File: src/rtl/axi_dma_wr_burst_pkg.sv
// Shared AXI field widths, response/burst codes and FSM encoding for the
// burst-splitting write DMA.
package axi_dma_wr_burst_pkg;

  localparam int ID_W    = 4;
  localparam int LEN_W   = 8;
  localparam int SIZE_W  = 3;
  localparam int BURST_W = 2;
  localparam int LOCK_W  = 1;
  localparam int CACHE_W = 4;
  localparam int PROT_W  = 3;
  localparam int QOS_W   = 4;
  localparam int RESP_W  = 2;

  localparam logic [RESP_W-1:0]  RESP_OKAY  = 2'b00;
  localparam logic [BURST_W-1:0] BURST_INCR = 2'b01;
  localparam int                 PAGE_BYTES = 4096;

  typedef enum logic [2:0] {
    ST_IDLE = 3'd0,
    ST_CALC = 3'd1,
    ST_ADDR = 3'd2,
    ST_DATA = 3'd3,
    ST_RESP = 3'd4
  } state_t;

  // Byte-offset bits of one data beat, i.e. the AXI awsize encoding.
  function automatic int beat_shift(input int data_w);
    return $clog2(data_w / 8);
  endfunction

endpackage

File: src/rtl/axi_dma_wr_burst_if.sv
// AXI4 write-only bus (AW, W, B) between the DMA master and the MIG slave.
// Every channel is valid/ready: a beat transfers on a clock edge where both are
// high, and a raised valid holds its payload stable until that edge.
interface axi_dma_wr_burst_if #(
  parameter int ADDR_W = 32,
  parameter int DATA_W = 256
);
  import axi_dma_wr_burst_pkg::*;

  logic [ID_W-1:0]     awid;
  logic [ADDR_W-1:0]   awaddr;
  logic [LEN_W-1:0]    awlen;
  logic [SIZE_W-1:0]   awsize;
  logic [BURST_W-1:0]  awburst;
  logic [LOCK_W-1:0]   awlock;
  logic [CACHE_W-1:0]  awcache;
  logic [PROT_W-1:0]   awprot;
  logic [QOS_W-1:0]    awqos;
  logic                awvalid;
  logic                awready;
  logic [DATA_W-1:0]   wdata;
  logic [DATA_W/8-1:0] wstrb;
  logic                wlast;
  logic                wvalid;
  logic                wready;
  logic [ID_W-1:0]     bid;
  logic [RESP_W-1:0]   bresp;
  logic                bvalid;
  logic                bready;

  modport master (
    output awid, awaddr, awlen, awsize, awburst, awlock, awcache, awprot, awqos, awvalid,
    input  awready,
    output wdata, wstrb, wlast, wvalid,
    input  wready,
    input  bid, bresp, bvalid,
    output bready
  );

  modport slave (
    input  awid, awaddr, awlen, awsize, awburst, awlock, awcache, awprot, awqos, awvalid,
    output awready,
    input  wdata, wstrb, wlast, wvalid,
    output wready,
    output bid, bresp, bvalid,
    input  bready
  );

endinterface

File: src/rtl/axi_dma_wr_burst_calc.sv
// Burst-length calculator: the smallest of the burst cap, the beats still to
// send and the beats left before the next 4 KB page boundary.
module axi_dma_wr_burst_calc
  import axi_dma_wr_burst_pkg::*;
#(
  parameter int DATA_W    = 256,
  parameter int BURST_LEN = 16,
  parameter int CNT_W     = 16
) (
  input  logic [11:0]      page_off,
  input  logic [CNT_W-1:0] remaining,
  output logic [8:0]       blen
);
  localparam int SIZE = beat_shift(DATA_W);

  logic [12:0] page_bytes;
  logic [12:0] page_beats;
  logic [31:0] lim;
  logic        unused_lim;

  always_comb begin
    page_bytes = 13'(PAGE_BYTES) - {1'b0, page_off};
    page_beats = page_bytes >> SIZE;
    lim        = 32'(BURST_LEN);
    if (32'(remaining) < lim)  lim = 32'(remaining);
    if (32'(page_beats) < lim) lim = 32'(page_beats);
  end

  assign blen       = lim[8:0];
  assign unused_lim = ^lim[31:9];

endmodule

File: src/rtl/axi_dma_wr_burst.sv
// AXI4 write DMA: splits a (start address, beat count) command into INCR bursts
// that never cross a 4 KB page, one burst outstanding at a time.
module axi_dma_wr_burst
  import axi_dma_wr_burst_pkg::*;
#(
  parameter int ADDR_W    = 32,
  parameter int DATA_W    = 256,
  parameter int BURST_LEN = 16,
  parameter int CNT_W     = 16,
  parameter int AXI_ID    = 0
) (
  input  logic                clk,
  input  logic                rst_n,
  input  logic                cmd_valid,
  output logic                cmd_ready,
  input  logic [ADDR_W-1:0]   cmd_addr,
  input  logic [CNT_W-1:0]    cmd_beats,
  input  logic                valid,
  output logic                ready,
  input  logic [DATA_W-1:0]   wdata,
  input  logic [DATA_W/8-1:0] wstrb,
  output logic                busy,
  output logic                done,
  output logic                error,
  axi_dma_wr_burst_if.master  m_axi,
  output state_t              dbg_state
);
  localparam int SIZE = beat_shift(DATA_W);
  localparam logic [ADDR_W-1:0] ALIGN_MASK = ADDR_W'((1 << SIZE) - 1);

  state_t            state, state_nxt;
  logic [ADDR_W-1:0] addr_q, awaddr_q;
  logic [CNT_W-1:0]  remaining_q;
  logic [8:0]        blen_q, blen_calc;
  logic [7:0]        awlen_q, beat_q;
  logic              cmd_hs, w_hs, last_hs, b_hs, last_burst;
  logic              unused_bid;

  assign cmd_hs     = cmd_valid & cmd_ready;
  assign w_hs       = m_axi.wvalid & m_axi.wready;
  assign last_hs    = w_hs & m_axi.wlast;
  assign b_hs       = m_axi.bvalid & m_axi.bready;
  assign last_burst = (remaining_q == CNT_W'(blen_q));
  assign unused_bid = ^m_axi.bid;
  assign dbg_state  = state;

  axi_dma_wr_burst_calc #(
    .DATA_W    (DATA_W),
    .BURST_LEN (BURST_LEN),
    .CNT_W     (CNT_W)
  ) u_calc (
    .page_off  (addr_q[11:0]),
    .remaining (remaining_q),
    .blen      (blen_calc)
  );

  always_ff @(posedge clk or negedge rst_n) begin
    if (!rst_n) state <= ST_IDLE;
    else        state <= state_nxt;
  end

  always_comb begin
    state_nxt = state;
    case (state)
      ST_IDLE: if (cmd_hs && cmd_beats != '0) state_nxt = ST_CALC;
      ST_CALC: state_nxt = ST_ADDR;
      ST_ADDR: if (m_axi.awready) state_nxt = ST_DATA;
      ST_DATA: if (last_hs) state_nxt = ST_RESP;
      ST_RESP: if (b_hs) state_nxt = last_burst ? ST_IDLE : ST_CALC;
      default: state_nxt = ST_IDLE;
    endcase
  end

  // W channel is a straight pass-through of the databus while in DATA.
  always_comb begin
    cmd_ready     = 1'b0;
    ready         = 1'b0;
    m_axi.awvalid = 1'b0;
    m_axi.wvalid  = 1'b0;
    m_axi.wlast   = 1'b0;
    m_axi.bready  = 1'b0;
    case (state)
      ST_IDLE: cmd_ready = 1'b1;
      ST_ADDR: m_axi.awvalid = 1'b1;
      ST_DATA: begin
        ready        = m_axi.wready;
        m_axi.wvalid = valid;
        m_axi.wlast  = (beat_q == awlen_q);
      end
      ST_RESP: m_axi.bready = 1'b1;
      default: ;
    endcase
  end

  always_ff @(posedge clk or negedge rst_n) begin
    if (!rst_n) begin
      addr_q      <= '0;
      awaddr_q    <= '0;
      remaining_q <= '0;
      blen_q      <= '0;
      awlen_q     <= '0;
      beat_q      <= '0;
      busy        <= 1'b0;
      done        <= 1'b0;
      error       <= 1'b0;
    end else begin
      done <= 1'b0;
      case (state)
        ST_IDLE: if (cmd_hs) begin
          addr_q      <= cmd_addr & ~ALIGN_MASK;
          remaining_q <= cmd_beats;
          error       <= 1'b0;
          busy        <= (cmd_beats != '0);
          done        <= (cmd_beats == '0);
        end
        ST_CALC: begin
          awaddr_q <= addr_q;
          blen_q   <= blen_calc;
          awlen_q  <= blen_calc[7:0] - 8'd1;
        end
        ST_ADDR: if (m_axi.awready) beat_q <= '0;
        ST_DATA: if (w_hs) beat_q <= beat_q + 8'd1;
        ST_RESP: if (b_hs) begin
          // A bad response is only recorded; the rest of the command still runs.
          if (m_axi.bresp != RESP_OKAY) error <= 1'b1;
          addr_q      <= addr_q + (ADDR_W'(blen_q) << SIZE);
          remaining_q <= remaining_q - CNT_W'(blen_q);
          if (last_burst) begin
            busy <= 1'b0;
            done <= 1'b1;
          end
        end
        default: ;
      endcase
    end
  end

  assign m_axi.awid    = ID_W'(AXI_ID);
  assign m_axi.awaddr  = awaddr_q;
  assign m_axi.awlen   = awlen_q;
  assign m_axi.awsize  = SIZE_W'(SIZE);
  assign m_axi.awburst = BURST_INCR;
  assign m_axi.awlock  = '0;
  assign m_axi.awcache = 4'h2;
  assign m_axi.awprot  = 3'b010;
  assign m_axi.awqos   = '0;
  assign m_axi.wdata   = wdata;
  assign m_axi.wstrb   = wstrb;

endmodule
File: src/flat_wrapper.sv
// flat-port wrapper written by rule: the top's interface ports become plain ports
module axi_dma_wr_burst_flat import axi_dma_wr_burst_pkg::*;
#(
  parameter int ADDR_W    = 32,
  parameter int DATA_W    = 256,
  parameter int BURST_LEN = 16,
  parameter int CNT_W     = 16,
  parameter int AXI_ID    = 0
)
  (clk, rst_n, cmd_valid, cmd_ready, cmd_addr, cmd_beats, valid, ready, wdata, wstrb, busy, done, error, dbg_state, m_axi_awid, m_axi_awaddr, m_axi_awlen, m_axi_awsize, m_axi_awburst, m_axi_awlock, m_axi_awcache, m_axi_awprot, m_axi_awqos, m_axi_awvalid, m_axi_awready, m_axi_wdata, m_axi_wstrb, m_axi_wlast, m_axi_wvalid, m_axi_wready, m_axi_bid, m_axi_bresp, m_axi_bvalid, m_axi_bready);
  axi_dma_wr_burst_if #(.ADDR_W(ADDR_W), .DATA_W(DATA_W)) m_axi_i ();
  input  logic clk;
  input  logic rst_n;
  input  logic cmd_valid;
  output logic cmd_ready;
  input  logic [ADDR_W-1:0] cmd_addr;
  input  logic [CNT_W-1:0] cmd_beats;
  input  logic valid;
  output logic ready;
  input  logic [DATA_W-1:0] wdata;
  input  logic [DATA_W/8-1:0] wstrb;
  output logic busy;
  output logic done;
  output logic error;
  output state_t dbg_state;
  output wire logic [$bits(m_axi_i.awid)-1:0] m_axi_awid;
  output wire logic [$bits(m_axi_i.awaddr)-1:0] m_axi_awaddr;
  output wire logic [$bits(m_axi_i.awlen)-1:0] m_axi_awlen;
  output wire logic [$bits(m_axi_i.awsize)-1:0] m_axi_awsize;
  output wire logic [$bits(m_axi_i.awburst)-1:0] m_axi_awburst;
  output wire logic [$bits(m_axi_i.awlock)-1:0] m_axi_awlock;
  output wire logic [$bits(m_axi_i.awcache)-1:0] m_axi_awcache;
  output wire logic [$bits(m_axi_i.awprot)-1:0] m_axi_awprot;
  output wire logic [$bits(m_axi_i.awqos)-1:0] m_axi_awqos;
  output wire logic [$bits(m_axi_i.awvalid)-1:0] m_axi_awvalid;
  input wire logic [$bits(m_axi_i.awready)-1:0] m_axi_awready;
  output wire logic [$bits(m_axi_i.wdata)-1:0] m_axi_wdata;
  output wire logic [$bits(m_axi_i.wstrb)-1:0] m_axi_wstrb;
  output wire logic [$bits(m_axi_i.wlast)-1:0] m_axi_wlast;
  output wire logic [$bits(m_axi_i.wvalid)-1:0] m_axi_wvalid;
  input wire logic [$bits(m_axi_i.wready)-1:0] m_axi_wready;
  input wire logic [$bits(m_axi_i.bid)-1:0] m_axi_bid;
  input wire logic [$bits(m_axi_i.bresp)-1:0] m_axi_bresp;
  input wire logic [$bits(m_axi_i.bvalid)-1:0] m_axi_bvalid;
  output wire logic [$bits(m_axi_i.bready)-1:0] m_axi_bready;
  assign m_axi_awid = m_axi_i.awid;
  assign m_axi_awaddr = m_axi_i.awaddr;
  assign m_axi_awlen = m_axi_i.awlen;
  assign m_axi_awsize = m_axi_i.awsize;
  assign m_axi_awburst = m_axi_i.awburst;
  assign m_axi_awlock = m_axi_i.awlock;
  assign m_axi_awcache = m_axi_i.awcache;
  assign m_axi_awprot = m_axi_i.awprot;
  assign m_axi_awqos = m_axi_i.awqos;
  assign m_axi_awvalid = m_axi_i.awvalid;
  assign m_axi_i.awready = m_axi_awready;
  assign m_axi_wdata = m_axi_i.wdata;
  assign m_axi_wstrb = m_axi_i.wstrb;
  assign m_axi_wlast = m_axi_i.wlast;
  assign m_axi_wvalid = m_axi_i.wvalid;
  assign m_axi_i.wready = m_axi_wready;
  assign m_axi_i.bid = m_axi_bid;
  assign m_axi_i.bresp = m_axi_bresp;
  assign m_axi_i.bvalid = m_axi_bvalid;
  assign m_axi_bready = m_axi_i.bready;
  axi_dma_wr_burst #(.ADDR_W(ADDR_W), .DATA_W(DATA_W), .BURST_LEN(BURST_LEN), .CNT_W(CNT_W), .AXI_ID(AXI_ID)) u_core (.clk(clk), .rst_n(rst_n), .cmd_valid(cmd_valid), .cmd_ready(cmd_ready), .cmd_addr(cmd_addr), .cmd_beats(cmd_beats), .valid(valid), .ready(ready), .wdata(wdata), .wstrb(wstrb), .busy(busy), .done(done), .error(error), .m_axi(m_axi_i), .dbg_state(dbg_state));
endmodule
File: config.mk
export PLATFORM = sky130hd
export DESIGN_NAME = axi_dma_wr_burst_flat
export DESIGN_NICKNAME = d
export VERILOG_FILES = /design/src/rtl/axi_dma_wr_burst_pkg.sv /design/src/rtl/axi_dma_wr_burst_if.sv /design/src/rtl/axi_dma_wr_burst_calc.sv /design/src/rtl/axi_dma_wr_burst.sv /design/src/flat_wrapper.sv
export SDC_FILE = /design/constraint.sdc
export NUM_CORES = 1
export LEC_CHECK = 0
export CAP_MARGIN = 30
export CORE_AREA = 2 2 275 277
export CTS_CLUSTER_DIAMETER = 50
export CTS_CLUSTER_SIZE = 40
export DETAILED_ROUTE_END_ITERATION = 10
export DIE_AREA = 0 0 277 279
export REMOVE_ABC_BUFFERS = 1
export SLEW_MARGIN = 10
export SYNTH_ARGS = -nofsm -noshare
export SYNTH_HDL_FRONTEND = slang
export SYNTH_SLANG_ARGS = --single-unit
File: constraint.sdc
create_clock -name clk -period 3.9 [get_ports clk]
set_input_delay 0.78 -clock clk [delete_from_list [all_inputs] [get_ports clk]]
set_output_delay 0.78 -clock clk [all_outputs]
set_load 0.01 [all_outputs]
==> results of run 1 <==
[Yosys cell counts (12+ instances only)]
master	count	area [µm²]
buf_4	314	2360
nand2_1	131	492
dfrtp_1	101	2530
nor2_1	68	255
o21ai_0	48	240
a21oi_1	43	215
clkbuf_1	37	139
nor3_1	36	180
ha_1	29	363
inv_1	24	90.1
and3_1	19	119
nand3_1	15	75.1
xnor2_1	15	131
a211oi_1	14	105
a31oi_1	14	87.6
o21a_1	13	97.6
nand4_1	12	75.1
[area by class of cell]
type / instances / area, µm²
fill: 8533 / 64700
multi-input combinational: 641 / 3900
sequential: 101 / 2530
timing repair buffer: 146 / 1340
tap: 969 / 1210
clock buffer: 10 / 229
clock inverter: 6 / 95.1
inverter: 25 / 93.8
[final timing paths]
check	to	slack [ps]	cells past startpoint
hold / removal	u_core.m_axi.awaddr[19]$_DFFE_PN0P_	480	2
setup reg to reg	u_core.m_axi.awlen[2]$_DFFE_PN0P_	150	13
setup / recovery	u_core.m_axi.awlen[2]$_DFFE_PN0P_	150	13
min in group asynchronous	u_core.m_axi.awaddr[27]$_DFFE_PN0P_	490	1
hold reg to reg	u_core.m_axi.awaddr[19]$_DFFE_PN0P_	480	2
max in group asynchronous	u_core.m_axi.awaddr[6]$_DFFE_PN0P_	2610	2
[power breakdown]
| group | internal (mW) | switching, mW |
|---|---|---|
| combinational | 0.102 | 0.126 |
| clock | 0.571 | 0.515 |
| sequential | 1.07 | 0.0300 |
| total | 1.74 | 0.670 |
[placed cells by master, fill, tap and decap left out, drive strengths merged, types with 8 or more instances in the layout]
cell type / instances
o211ai: 10
nor2: 68
clkbuf: 10
nand4: 12
a31oi: 14
xnor2: 15
and3: 19
o31a: 9
a21oi: 43
buf: 49
inv: 25
o21ai: 48
and2: 8
a211oi: 14
a311oi: 8
clkdlybuf4s50: 97
o21a: 13
ha: 29
or3: 13
conb: 29
nor3: 36
nor4: 11
dfrtp: 101
nand3: 15
nor2b: 9
nand2: 131
[registers in the layout, indices dropped and copies added, names as in the netlist]
| register | flops |
|---|---|
| u_core.beat_q | 8 |
| u_core.dbg_state | 3 |
| u_core.done | 1 |
| u_core.addr_q | 27 |
| u_core.remaining_q | 16 |
| u_core.busy | 1 |
| u_core.m_axi.awlen | 8 |
| u_core.error | 1 |
| u_core.blen_q | 9 |
| u_core.m_axi.awaddr | 27 |
[metrics by stage]
step,utilization (%),TNS [ps],hold slack [ps]
2_1_floorplan,-,-365,465
3_3_place_gp,12.1,0,463
3_5_place_dp,12.1,0,462
4_1_cts,12.5,0,482
5_1_grt,12.7,-51.1,512
6_report,12.7,0,479
[critical path: cells and delay by family, from the launching register on]
kind | cells | cell delay (ps)
and+or+nand+nor | 7 | 1850
DFF | 1 | 410
adders and majority gates | 2 | 470
AOI/OAI and AO/OA | 2 | 710
buffers and inverters | 2 | 250
[per-layer routing]
metal	wire, µm	track usage [%]	vias up
met5	2940	27.0	-
met4	14700	30.8	46
met3	35300	42.9	220
met2	56100	50.2	1286
met1	17600	11.9	3688
li1	-	-	3091
[what timing repair did]
item / in CTS / in global routing
hold buffers: 0 / 0
endpoints found under the setup margin: 1 / 3
resized for setup: 0 / 20
setup buffers: 1 / 4
pin swaps: 0 / 8
[kinds of logic (layout without fill, tap and decap cells)]
logic type / Yosys count / in the layout / synth area share, %
compound gates: 203 / 203 / 15.1
xor+xnor: 22 / 22 / 2.17
fa+ha+maj: 31 / 31 / 4.54
buf+inv: 382 / 187 / 29.8
flops: 101 / 101 / 28.5
mux: 8 / 8 / 0.958
other cells: 2 / 29 / 0.0846
simple gates: 348 / 348 / 18.8
==> results.toml, run 1 <==
[route]
final_antenna_net_count = 0
detailroute.via_count = 8331
drt-initial-drc-count = 814
routed_via_density = 4.39
drc_errors = 0
first_pass_iters = 5
wirelength_um = 127000
wl_per_cell_um = 66.7

[placed_design]
gp_congestion = 1.37
dp_hpwl_um = 119000
post_dp_cell_area_mm2 = 0.00895
port_buffers = 98
dp_worst_setup_slack_ps = 16.7
placed_cells = 1877

[die]
core_mm2 = 0.0741
start_util_pct = 12.0
die_area_mm2 = 0.0773
die_height_um = 279
dieWidth_um = 277
rows = 100
ioPinCount = 710

[setup_path]
slowest_stage = "or4_4"
timing.critical_path.from = "u_core.addr_q[6]$_DFFE_PN0P_"
crit_chain = "buf_6 > or4_4 > or3_4 > and2_4 > ha_4 > nand4_1 > a311o_1 > a31oi_2 > ha_2 > buf_4 > and2_1 > or3b_2 > nand3_1"
worstPathRequired_ps = 4240
worst_ep_arrival_time_ps = 4090
cpPeakStageDelay_ps = 500
path_class = "flip-flop to flip-flop"
endpoint_kind = "flip-flop"
reg2reg_from = "u_core.addr_q[6]$_DFFE_PN0P_"
setup.worst_path.start_class = "flip-flop"
critPathMaxFanout = 6

[global_route]
grt_max_degree = 56
grt_usage_pct = 32.1
antenna_found_initial = 4
grt_overflow = 0
grt_pass1_vias = 7308
grt_pass1_wl_um = 144000

[clock_network]
cts-root-buf = "clkbuf_16"
cts_max_level = 3
cts_sinks = 101
cts_tree = "built"
cts_buffers = 9
clk_pin_slew_ps = 90
clk-insertion-delay-late_ps = 400
cts.path.max_buffers = 2

[layout]
syn2layout_area_growth_pct = 5.89
layout.cells.non_filler = 1898
diodes = 0
stdcell_area_mm2 = 0.00940
layout-drive-gt1-share_pct = 10.9
finalNetCount = 1304

[yosys]
synth_ff_type = "dfrtp_1"
async_flop_share_pct = 100
synth-seq-area-share_pct = 28.5
syn_area_per_cell_um2 = 8.10
yosys_warnings = 0
synth_edf_count = 0
yosys_register_bits = 101
synth_cells = 1097
netlist-cell-type-count = 65
syn-cell-area_mm2 = 0.00888

[power]
power.total_mw = 2.41
ir_worst_vdd_v = 0.000219
power_density_mw_per_mm2 = 256
p_leak_nw = 3.76

[worst_hold_path]
holdCritPathClass = "flip-flop to flip-flop"
hold_path_startpoint = "u_core.m_axi.awaddr[19]$_DFFE_PN0P_"

[outcome]
status = "finished, final reports clean"

[timing]
drv_slew = 0
post-route-min-period_ps = 3750
setup_ws_ps = 145
fmax_mhz = 266
final-setup-viol-count = 0
slew_headroom_pct = 41.9
rsz0062_at_grt = "true"
finalHoldViolCount = 0
worst_pin_slew_ps = 872
finClkSkew_ps = 18.9
min_period_over_period_pct = 96.3

[job]
max_cap_viol_count = 0
No activity file was read; power rests on OpenSTA's default activity.
==> run 2, diff against run 1 <==
--- a/config.mk
+++ b/config.mk
@@ -11,6 +11,7 @@
 export CTS_CLUSTER_SIZE = 40
 export DETAILED_ROUTE_END_ITERATION = 10
 export DIE_AREA = 0 0 277 279
+export RECOVER_POWER = 100
 export REMOVE_ABC_BUFFERS = 1
 export SLEW_MARGIN = 10
 export SYNTH_ARGS = -nofsm -noshare
==> run 2 against run 1 <==
  * The flow now finishes with violations (max-capacitance violations, max-slew violations)
  * Via count about the same
  * Setup slack gained 2.5 ps
  * Largest power group unchanged
  * Non-clock buffer count did not move
  * Clock power barely moved
  * Combinational power hardly changed
  * Worst hold slack about the same
==> results.toml, run 2 (synthesized netlist as in run 1, its figures left out) <==
[timing]
slew_headroom_pct = -13.5
fin_setup_tns_ps = 0
rsz0062_at_grt = "true"
finalHoldViolCount = 0
post-route-min-period_ps = 3750
worst_pin_slew_ps = 1700
final-setup-viol-count = 0
min_period_over_period_pct = 96.2
drv_slew = 56
finClkSkew_ps = 19.3
fmax_mhz = 266

[clock_network]
cts_tree = "built"
clk-insertion-delay-late_ps = 400
cts_buffers = 9
cts_max_level = 3
cts.path.max_buffers = 2
cts_sinks = 101
cts-root-buf = "clkbuf_16"
clk_pin_slew_ps = 90
cts_hold_buf = 0

[worst_hold_path]
hold_path_startpoint = "u_core.m_axi.awaddr[19]$_DFFE_PN0P_"
holdCritPathClass = "flip-flop to flip-flop"

[die]
rows = 100
dieWidth_um = 277
start_util_pct = 12.0
die_area_mm2 = 0.0773
die_height_um = 279
ioPinCount = 710
core_mm2 = 0.0741

[route]
wl_per_cell_um = 66.7
wirelength_um = 127000
routed_via_density = 4.39
final_antenna_net_count = 0
detailroute.via_count = 8339
first_pass_iters = 5
drc_errors = 0
drt-initial-drc-count = 832

[placed_design]
gp_congestion = 1.37
port_buffers = 98
dp_hpwl_um = 119000

[global_route]
grt_max_degree = 56
grt_pass1_wl_um = 144000
grt_pass1_vias = 7308
antenna_found_initial = 4
grt_overflow = 0
grt_usage_pct = 32.1

[layout]
layout_commonest_cell = "nand2_1"
final_cell_mix = "nand2_1, dfrtp_1, clkdlybuf4s50_1"
finalNetCount = 1304
utilization_pct = 12.7
multiInputGateArea_mm2 = 0.00390
regArea_mm2 = 0.00253
syn2layout_area_growth_pct = 5.65
diodes = 0
layout-drive-gt1-share_pct = 10.3
fillers = 8537

[setup_path]
worst_ep_arrival_time_ps = 4090
timing.critical_path.from = "u_core.addr_q[6]$_DFFE_PN0P_"
worstPathRequired_ps = 4240
reg2reg_from = "u_core.addr_q[6]$_DFFE_PN0P_"
critPathMaxFanout = 6
setup.worst_path.start_class = "flip-flop"
path_class = "flip-flop to flip-flop"
endpoint_kind = "flip-flop"

[power]
ir_worst_vdd_v = 0.000220
power.total_mw = 2.41
p_leak_nw = 3.74
power_density_mw_per_mm2 = 257

[job]
max_cap_viol_count = 1

[outcome]
violations = "max-capacitance violations, max-slew violations"
status = "finished with violations"
-- run 2: cell count changes in the layout (fill, tap and decap cells not counted) --
cell,change
and2_0,+1
and2_1,-1
buf_4,-6
clkbuf_1,+5
clkbuf_2,+1
-- run 2: routing by layer --
metal	wire length [µm]	track usage, %
met5	2940	27.0
met4	14600	30.8
met3	35000	42.9
met2	56100	50.2
met1	17900	11.9
-- run 2: path summary, 6_finish.rpt --
path / end / slack (ps) / depth (start not counted)
hold reg to reg: u_core.m_axi.awaddr[19]$_DFFE_PN0P_ / 480 / 2
max in group asynchronous: u_core.m_axi.awaddr[6]$_DFFE_PN0P_ / 1470 / 2
min in group asynchronous: u_core.m_axi.awaddr[27]$_DFFE_PN0P_ / 810 / 1
hold / removal: u_core.m_axi.awaddr[19]$_DFFE_PN0P_ / 480 / 2
setup / recovery: u_core.m_axi.awlen[2]$_DFFE_PN0P_ / 150 / 13
setup reg to reg: u_core.m_axi.awlen[2]$_DFFE_PN0P_ / 150 / 13
-- run 2: repair_timing --
action / 4_1_cts / 5_1_grt
setup buffers: 1 / 4
resized for setup: 0 / 20
pin swaps: 0 / 8
endpoints found under the setup margin: 1 / 3
-- run 2: cell type report --
type | instances | share of cell area [%]
repair buffers | 146 | 14.1
well taps | 969 | 12.9
flip-flops and latches | 101 | 26.9
clock inverters | 6 | 1.01
inverters | 25 | 1.00
clock buffers | 10 | 2.44
multi-input cells | 641 | 41.6
-- run 2: stage by stage --
| stage | hold slack [ps] | instance area [µm²] | std cells | worst slack, ps |
|---|---|---|---|---|
| after global routing | 512 | 9380 | 1898 | -37.5 |
| after floorplan | 465 | 6430 | 767 | -295 |
| after global placement | 463 | 8950 | 1877 | 36.7 |
| after CTS | 482 | 9280 | 1894 | 40.5 |
| final | 479 | 9380 | 1898 | 148 |
| after detailed placement | 462 | 8950 | 1877 | 16.7 |
-- run 2: report_power, final --
part	internal [mW]	switching (mW)	total (mW)
logic	0.100	0.126	0.226
clock network	0.571	0.516	1.09
registers	1.07	0.0300	1.10
total	1.74	0.672	2.41
-- run 2: critical path: stages (launching register included) --
cell and delay (ps):
dfrtp_1 410, buf_6 140, or4_4 500, or3_4 350, and2_4 180, ha_4 250, nand4_1 160, a311o_1 460
a31oi_2 250, ha_2 220, buf_4 110, and2_1 130, or3b_2 440, nand3_1 90
